==> src/rtl/coord_entry_pkg.sv <==
// Shared constants, state encoding and BCD arithmetic for the coordinate entry front end.
package coord_entry_pkg;

    typedef enum logic [2:0] {
        ST_X_TENS = 3'd0,
        ST_X_ONES = 3'd1,
        ST_Y_TENS = 3'd2,
        ST_Y_ONES = 3'd3,
        ST_HOLD   = 3'd4
    } state_t;

    localparam logic [3:0]  DIGIT_MAX     = 4'd9;
    localparam int unsigned DEF_MAX_COORD = 31;
    localparam int unsigned DEF_COORD_W   = 5;

    // Two BCD digits to binary; 99 fits the 7-bit result.
    function automatic logic [6:0] bcd2bin(input logic [3:0] tens, input logic [3:0] ones);
        return 7'(tens) * 7'd10 + 7'(ones);
    endfunction

endpackage

==> src/rtl/coord_entry_if.sv <==
// Valid/ready coordinate handoff from the entry front end to the position/attack logic.
interface coord_entry_if
    import coord_entry_pkg::*;
#(
    parameter int unsigned COORD_W = DEF_COORD_W
);
    logic               coord_valid;
    logic               coord_ready;
    logic [COORD_W-1:0] x_out;
    logic [COORD_W-1:0] y_out;

    modport master (output coord_valid, output x_out, output y_out, input coord_ready);
    modport slave  (input coord_valid, input x_out, input y_out, output coord_ready);
endinterface

==> src/rtl/coord_entry_press_edge.sv <==
// Registered rising-edge detector for a push button, qualified by a global enable.
module coord_entry_press_edge (
    input  logic clk,
    input  logic en,
    input  logic lvl,
    output logic press
);
    logic lvl_q;

    // Level is tracked even while disabled so re-enabling never fakes an edge.
    always_ff @(posedge clk) begin
        lvl_q <= lvl;
    end

    assign press = en & lvl & ~lvl_q;
endmodule

==> src/rtl/coord_entry.sv <==
// Four-digit BCD coordinate entry with range check and valid/ready handoff.
module coord_entry
    import coord_entry_pkg::*;
#(
    parameter int unsigned COORD_W   = DEF_COORD_W,
    parameter int unsigned MAX_COORD = DEF_MAX_COORD
) (
    input  logic                clk,
    input  logic                rst,
    input  logic                en,
    input  logic [3:0]          digit_in,
    input  logic                enter,
    input  logic                back,
    coord_entry_if.master       coord,
    output logic [2:0]          phase,
    output logic                err
);
    localparam logic [6:0] MAXV = 7'(MAX_COORD);

    state_t             state, state_n;
    logic [3:0]         xt, xt_n, yt, yt_n;
    logic [COORD_W-1:0] xo, xo_n, yo, yo_n;
    logic               valid, valid_n, err_n;
    logic [6:0]         x_val, y_val;
    logic               enter_p, back_p;

    coord_entry_press_edge u_enter (.clk(clk), .en(en), .lvl(enter), .press(enter_p));
    coord_entry_press_edge u_back  (.clk(clk), .en(en), .lvl(back),  .press(back_p));

    always_ff @(posedge clk) begin
        if (rst) begin
            state <= ST_X_TENS;
            xt    <= '0;
            yt    <= '0;
            xo    <= '0;
            yo    <= '0;
            valid <= 1'b0;
            err   <= 1'b0;
        end else begin
            state <= state_n;
            xt    <= xt_n;
            yt    <= yt_n;
            xo    <= xo_n;
            yo    <= yo_n;
            valid <= valid_n;
            err   <= err_n;
        end
    end

    always_comb begin
        state_n = state;
        xt_n    = xt;
        yt_n    = yt;
        xo_n    = xo;
        yo_n    = yo;
        valid_n = valid;
        err_n   = err;
        x_val   = bcd2bin(xt, digit_in);
        y_val   = bcd2bin(yt, digit_in);

        if (state == ST_HOLD) begin
            // Handshake completes regardless of en; buttons are ignored here.
            if (valid && coord.coord_ready) begin
                valid_n = 1'b0;
                state_n = ST_X_TENS;
                xt_n    = '0;
                yt_n    = '0;
            end
        end else if (back_p) begin
            state_n = ST_X_TENS;
            xt_n    = '0;
            yt_n    = '0;
        end else if (enter_p) begin
            if (digit_in > DIGIT_MAX) begin
                err_n = 1'b1;
            end else begin
                err_n = 1'b0;
                case (state)
                    ST_X_TENS: begin
                        xt_n    = digit_in;
                        state_n = ST_X_ONES;
                    end
                    ST_X_ONES: begin
                        if (x_val > MAXV) begin
                            err_n   = 1'b1;
                            xt_n    = '0;
                            state_n = ST_X_TENS;
                        end else begin
                            xo_n    = x_val[COORD_W-1:0];
                            state_n = ST_Y_TENS;
                        end
                    end
                    ST_Y_TENS: begin
                        yt_n    = digit_in;
                        state_n = ST_Y_ONES;
                    end
                    ST_Y_ONES: begin
                        if (y_val > MAXV) begin
                            err_n   = 1'b1;
                            yt_n    = '0;
                            state_n = ST_Y_TENS;
                        end else begin
                            yo_n    = y_val[COORD_W-1:0];
                            valid_n = 1'b1;
                            state_n = ST_HOLD;
                        end
                    end
                    default: ;
                endcase
            end
        end
    end

    assign coord.coord_valid = valid;
    assign coord.x_out       = xo;
    assign coord.y_out       = yo;
    assign phase             = 3'(state);
endmodule

==> src/flat_wrapper.sv <==
// flat-port wrapper written by rule: the top's interface ports become plain ports
module coord_entry_flat import coord_entry_pkg::*;
#(
    parameter int unsigned COORD_W   = DEF_COORD_W,
    parameter int unsigned MAX_COORD = DEF_MAX_COORD
)
  (clk, rst, en, digit_in, enter, back, phase, err, coord_coord_valid, coord_x_out, coord_y_out, coord_coord_ready);
  coord_entry_if #(.COORD_W(COORD_W)) coord_i ();
  input  logic clk;
  input  logic rst;
  input  logic en;
  input  logic [3:0] digit_in;
  input  logic enter;
  input  logic back;
  output logic [2:0] phase;
  output logic err;
  output wire logic [$bits(coord_i.coord_valid)-1:0] coord_coord_valid;
  output wire logic [$bits(coord_i.x_out)-1:0] coord_x_out;
  output wire logic [$bits(coord_i.y_out)-1:0] coord_y_out;
  input wire logic [$bits(coord_i.coord_ready)-1:0] coord_coord_ready;
  assign coord_coord_valid = coord_i.coord_valid;
  assign coord_x_out = coord_i.x_out;
  assign coord_y_out = coord_i.y_out;
  assign coord_i.coord_ready = coord_coord_ready;
  coord_entry #(.COORD_W(COORD_W), .MAX_COORD(MAX_COORD)) u_core (.clk(clk), .rst(rst), .en(en), .digit_in(digit_in), .enter(enter), .back(back), .coord(coord_i), .phase(phase), .err(err));
endmodule
==> config.mk <==
export PLATFORM = sky130hd
export DESIGN_NAME = coord_entry_flat
export DESIGN_NICKNAME = d
export VERILOG_FILES = /design/src/rtl/coord_entry_pkg.sv /design/src/rtl/coord_entry_if.sv /design/src/rtl/coord_entry_press_edge.sv /design/src/rtl/coord_entry.sv /design/src/flat_wrapper.sv
export SDC_FILE = /design/constraint.sdc
export NUM_CORES = 1
export LEC_CHECK = 0
export ABC_AREA = 1
export BUFFER_PORTS_ARGS = -buffer_cell sky130_fd_sc_hd__buf_4
export CORE_ASPECT_RATIO = 0.7
export CORE_MARGIN = 2
export CORE_UTILIZATION = 60
export CTS_BUF_LIST = sky130_fd_sc_hd__clkbuf_8
export CTS_CLUSTER_SIZE = 10
export DETAILED_ROUTE_END_ITERATION = 10
export GPL_TIMING_DRIVEN = 0
export PLACE_DENSITY = 0.84
export SYNTH_ARGS = -nofsm -noshare
export SYNTH_HDL_FRONTEND = slang
export SYNTH_SLANG_ARGS = --single-unit
==> constraint.sdc <==
create_clock -name clk -period 6.65 [get_ports clk]
set_input_delay 0 -clock clk [delete_from_list [all_inputs] [get_ports clk]]
set_output_delay 0 -clock clk [all_outputs]
set_load 0.01 [all_outputs]
Yosys cells after proc, flatten, opt, wreduce, memory -nomap -nowiden. Index checks and enable logic that the tools add are counted.

Register bits: 25. Input port bits: 10. Logic and storage cells: 85.

Add/sub/neg operators: 2. Multipliers: 2. $lt $le $gt $ge: 3. Equal/unequal tests: 11. Muxes and demuxes: 32. Bitwise gates (word level): 11. Reductions and logical operators: 15.

Operators with widths (number): 4-bit 2-to-1 mux (11); 3-bit 2-to-1 mux (6); 6-bit AND reduction (3); 4-bit case mux with 2 select lines (2); 7-bit by 4-bit adder with 7-bit output (2); 7-bit by 5-bit > comparator with 1-bit output (second input constant) (2); 4-bit by 3-bit multiplier with 6-bit output (second input constant) (2); 3-bit case mux with 4 select lines (1); 1-bit 2-to-1 mux (10); 5-bit AND reduction (2); 4-bit by 1-bit inequality test with 1-bit output (second input constant) (2); 4-bit nonzero test (2); 1-bit NOT (7); 3-bit by 2-bit equality test with 1-bit output (second input constant) (2); 6-bit nonzero test (1); 1-bit bitwise AND (4); 4-bit > comparator (second input constant) (1); 2-bit by 1-bit inequality test with 1-bit output (second input constant) (2); 2-bit inequality test (second input constant) (2); 4-bit AND reduction (1); 2-bit nonzero test (2); 3-bit by 1-bit equality test with 1-bit output (second input constant) (1); 3-bit equality test (second input constant) (1); 3-bit logical NOT (1); other kinds (6) (6).

Depth between registers and ports, before layout.
Depth in word-level cells: 9. Depth in mapped cells: 15.

Cells and area by module. A second synthesis with hierarchy kept.

Cells, all modules: 242. Area, all modules: 1717.9 um2.

Modules (own cells, without submodules): coord_entry (instances 1, cells an instance 236, area each 1657.8 um2, seq. area each 460.4 um2); coord_entry_press_edge (instances 2, cells an instance 3, area each 30.0 um2, seq. area each 20.0 um2).

Worst setup path before layout. Ideal clock, no wire load.

Path type: register to register. Start point: register u_core.yt[1]. End point: register u_core.yo[0] (netlist: u_core.coord.y_out[0]). Library setup time: 0.114 ns. Arrival time: 2.216 ns. Setup slack: 4.320 ns. Cell stages (with the launch flop): 14. Path buffers: 1. Period minus slack after synthesis: 2.330 ns. Cells stage by stage: dfxtp_1 -> ha_1 -> ha_1 -> fa_1 -> nand2_1 -> inv_2 -> nand4_1 -> nand2_1 -> nand2_1 -> nand2_1 -> nand4_1 -> buf_2 -> a21oi_1 -> nor2_1.

Longest elaborated chain between the ends: 5.

RTL lines: from (decl) (RTL line coord_entry.sv:21) `logic [3:0] xt, xt_n, yt, yt_n;`; from (signal assigned) (RTL line coord_entry.sv:42) `yt <= yt_n;`; 4-bit by 3-bit multiplier with 6-bit output (RTL line coord_entry_pkg.sv:18) `return 7'(tens) * 7'd10 + 7'(ones);`; 7-bit by 4-bit adder with 7-bit output (RTL line coord_entry_pkg.sv:18); 7-bit by 5-bit > comparator with 1-bit output (RTL line coord_entry.sv:98) `if (y_val > MAXV) begin`; 1-bit NOT (no line); 6-bit AND reduction (no line); to (signal assigned) (RTL line coord_entry.sv:44) `yo <= yo_n;`; to (decl) (RTL line coord_entry.sv:22) `logic [COORD_W-1:0] xo, xo_n, yo, yo_n;`.

No other way between the ends. A chain may end at the register's enable or synchronous reset.

Worst setup path after layout.
Start point: register u_core.yt[1]. End point: register u_core.yt[1].

Longest elaborated chain between the ends: 5.

RTL lines (RTL line): 4-bit by 3-bit multiplier with 6-bit output (coord_entry_pkg.sv:18); 7-bit by 4-bit adder with 7-bit output (coord_entry_pkg.sv:18); 7-bit by 5-bit > comparator with 1-bit output (coord_entry.sv:98); 4-bit by 1-bit inequality test with 1-bit output (no line); 5-bit AND reduction (no line).

No other way between the ends.

==> run_results.csv <==
group,metric,value,unit
global_routing,overflow,0,
worst_setup_path,worstPathCellList,"ha_1 > ha_1 > fa_1 > nand2_1 > inv_2 > nand4_1 > nand2_1 > nand2_1 > nand2_1 > nand4_1 > a21oi_1 > nor2_1",
routing,wire_per_inst,11.5,µm
final_layout,regArea,500,µm²
run_status,status,"finished, final reports clean",
worst_setup_path,crit_top_cell,"nand2_1",
global_routing,grt_pass1_vias,1218,
floorplanning,rows,15,
worst_setup_path,slowest_stage,"fa_1",
floorplanning,boundaryPins,25,
final_layout,design_area,1910,µm²
yosys,yosysTopAreaCell,"dfxtp_1",
clock_network,clk_latency,0.28,ns
final_layout,drive_gt1_share,18.0,%
power,power_leakage,0.962,nW
clock_network,cts_tree,"done",
sta,hold_violations,0,
routing,route.met2.wl,1.40,mm
sta,worst_pin_slew,0.438,ns
routing,dr.first_iter.drc_count,107,
hold_path,min_path_type,"input port to flip-flop",
power,finalPower,0.000324,W
floorplanning,fp.dieW,65.9,µm
worst_setup_path,cp_num_buf_inv,1,
worst_setup_path,cp.required,6.83,ns
floorplanning,initial_utilization,64.5,%
worst_setup_path,critPathLaunchType,"flip-flop",
sta,fmax,386,MHz
final_layout,syn_to_final_growth,18.7,%
routing,routed_wl,3.32,mm
place,gp_congestion,0.810,
routing,drc,0,
routing,vias,1492,
sta,setup_viol,0,
yosys,netlist_instances,224,
clock_network,numCtsBuffers,3,
final_layout,fin_nets,283,
power,vdd_drop_max,0.000142,V
sta,finalClockSkew,0.00831,ns
yosys,syn-num-nets,251,
worst_setup_path,worstPathArrival,2.77,ns
clock_network,htreeDepth,1,
routing,wirelength_met1,1.65,mm
power,powerDensity,170,nW/µm²
final_layout,num_antenna_cells,0,
worst_setup_path,slowest_delay,0.55,ns
yosys,syn-cell-area,1610,µm²
global_routing,grt_pass1_wl,5.47,mm
final_layout,fillers,196,
worst_setup_path,cp_max_fo,8,
final_layout,multi_input_area,968,µm²
routing,wl_met3,235,µm
yosys,syn_avg_cell_area,7.19,µm²
clock_network,cts.sinks,25,
place,numPortBuffers,24,
yosys,yosysWarnings,0,
global_routing,grt_use_total,23.8,%
sta,slew_violations,0,
sta,post-route-period-util,38.9,%
floorplanning,coreArea,2500,µm²
routing,top_layer,"met4",
yosys,synth_cell_types,27,
worst_setup_path,crit_path_end_kind,"flip-flop",
global_routing,antenna_found_initial,0,
yosys,synth_area_leaders,"dfxtp_1, ha_1, nand2_1, nor2_1, inv_1",
floorplanning,die_y,47.3,µm
place,placed_area,1830,µm²
place,dp_hpwl,2.65,mm
final_layout,final_cell_mix,"nand2_1, nor2_1, inv_1",
sta,min_period,2.59,ns
routing,first_pass_iters,4,
clock_network,clk_pin_slew,0.09,ns
worst_setup_path,worstSetupPathType,"flip-flop to flip-flop",
sta,rsz0062_at_grt,"false",
yosys,ys_ff_latch,25,
clock_network,root_buffer,"clkbuf_8",
final_layout,final_common_cell,"nand2_1",
clock_network,cts_max_path_buffers,2,
yosys,synth-seq-area-share,31.1,%
floorplanning,dieArea,3120,µm²
sta,totalNegativeSetupSlack,0,ns
routing,viasPerCell,5.16,
run,drv_cap,0,
sta,finalHoldWorstSlack,0.0450,ns
yosys,synth.top_cell.area_share,31.1,%
sta,maxSlewHeadroom,70.5,%
global_routing,grt_max_degree,16,
worst_setup_path,critical-path-top-delay-family,"adder cells",
routing,ant_nets,0,
## power breakdown
group,internal [W],switching (W)
logic,0.0000293,0.0000410
registers,0.000155,0.00000458
clock network,0.0000426,0.0000523
## worst paths after layout
kind	start	end	slack [ns]	cells after the start
worst max-delay path	u_core.yt[1]	u_core.yt[1]	4.06	12
worst min-delay path	digit_in[0]	u_core.coord.x_out[0]	0.05	3
worst max register to register	u_core.yt[1]	u_core.yt[1]	4.06	12
worst min register to register	u_core.coord.y_out[3]	u_core.coord.y_out[3]	0.45	2
## sequential cells by signal, indices dropped and copies added, names as in the netlist, 3 cells and up
name	count
u_core.xt	4
u_core.yt	4
u_core.coord.y_out	5
u_core.coord.x_out	5
u_core.phase	3
## final cells by class
cell class	count	share of cell area, %
Clock buffer	3	2.16
Tap cell	34	2.23
Sequential cell	25	26.2
Inverter	33	6.48
Multi-Input combinational cell	162	50.7
Buffer	4	0.916
Clock inverter	1	0.393
Timing Repair Buffer	27	11.0
## cells in the mapped netlist
cell       n
o21ai_0    9
a21oi_2    1
xor2_1     4
nand2_1   42
nor2_4     1
nor2_2     3
nand3_4    1
nand3_2    1
o211ai_4   1
o21ai_1    6
xnor2_1    3
nand4_1    5
a31oi_1    2
clkinv_1   1
inv_1     27
nor2_1    31
fa_1       4
nand2_4    1
nand3_1   15
inv_2      5
nor3_1     1
a21oi_1   16
dfxtp_1   25
nand2_2    2
ha_1      13
buf_2      2
clkbuf_1   2
## worst min-delay path, delay by kind of cell
family | cells | cell delay [ns]
AOI/OAI and AO/OA | 1 | 0.10
and+or+nand+nor | 1 | 0.08
buffers and inverters | 1 | 0.10
## cells by family after synthesis
group,Yosys count,synth area share [%]
compound gates,35,12.3
xor+xnor,7,3.81
fa+ha+maj,17,15.1
buf+inv,37,8.78
flops,25,31.1
simple gates,103,29.0
## metal layers
layer	GRT usage, %	up-vias
met5	0	-
li1	-	786
met2	38.6	56
met1	32.9	646
met3	5.28	4
met4	5.83	0
## stage by stage
stage | utilization [%] | instances | worst slack, ns
after global routing | 76.6 | 289 | 3.91
after global placement | 73.4 | 282 | 4.13
after detailed placement | 73.4 | 282 | 4.10
after floorplan | - | 224 | 4.32
after CTS | 76.6 | 289 | 4.07
final | 76.6 | 289 | 4.06
## repair_timing
action | 4_1_cts | 5_1_grt
endpoints found under the hold margin | 5 | 0
gates resized for setup | 0 | 0
endpoints found under the setup margin | 0 | 0
hold buffers | 3 | 0
buffers inserted | 0 | 0
(Power assumes the default switching activity.)
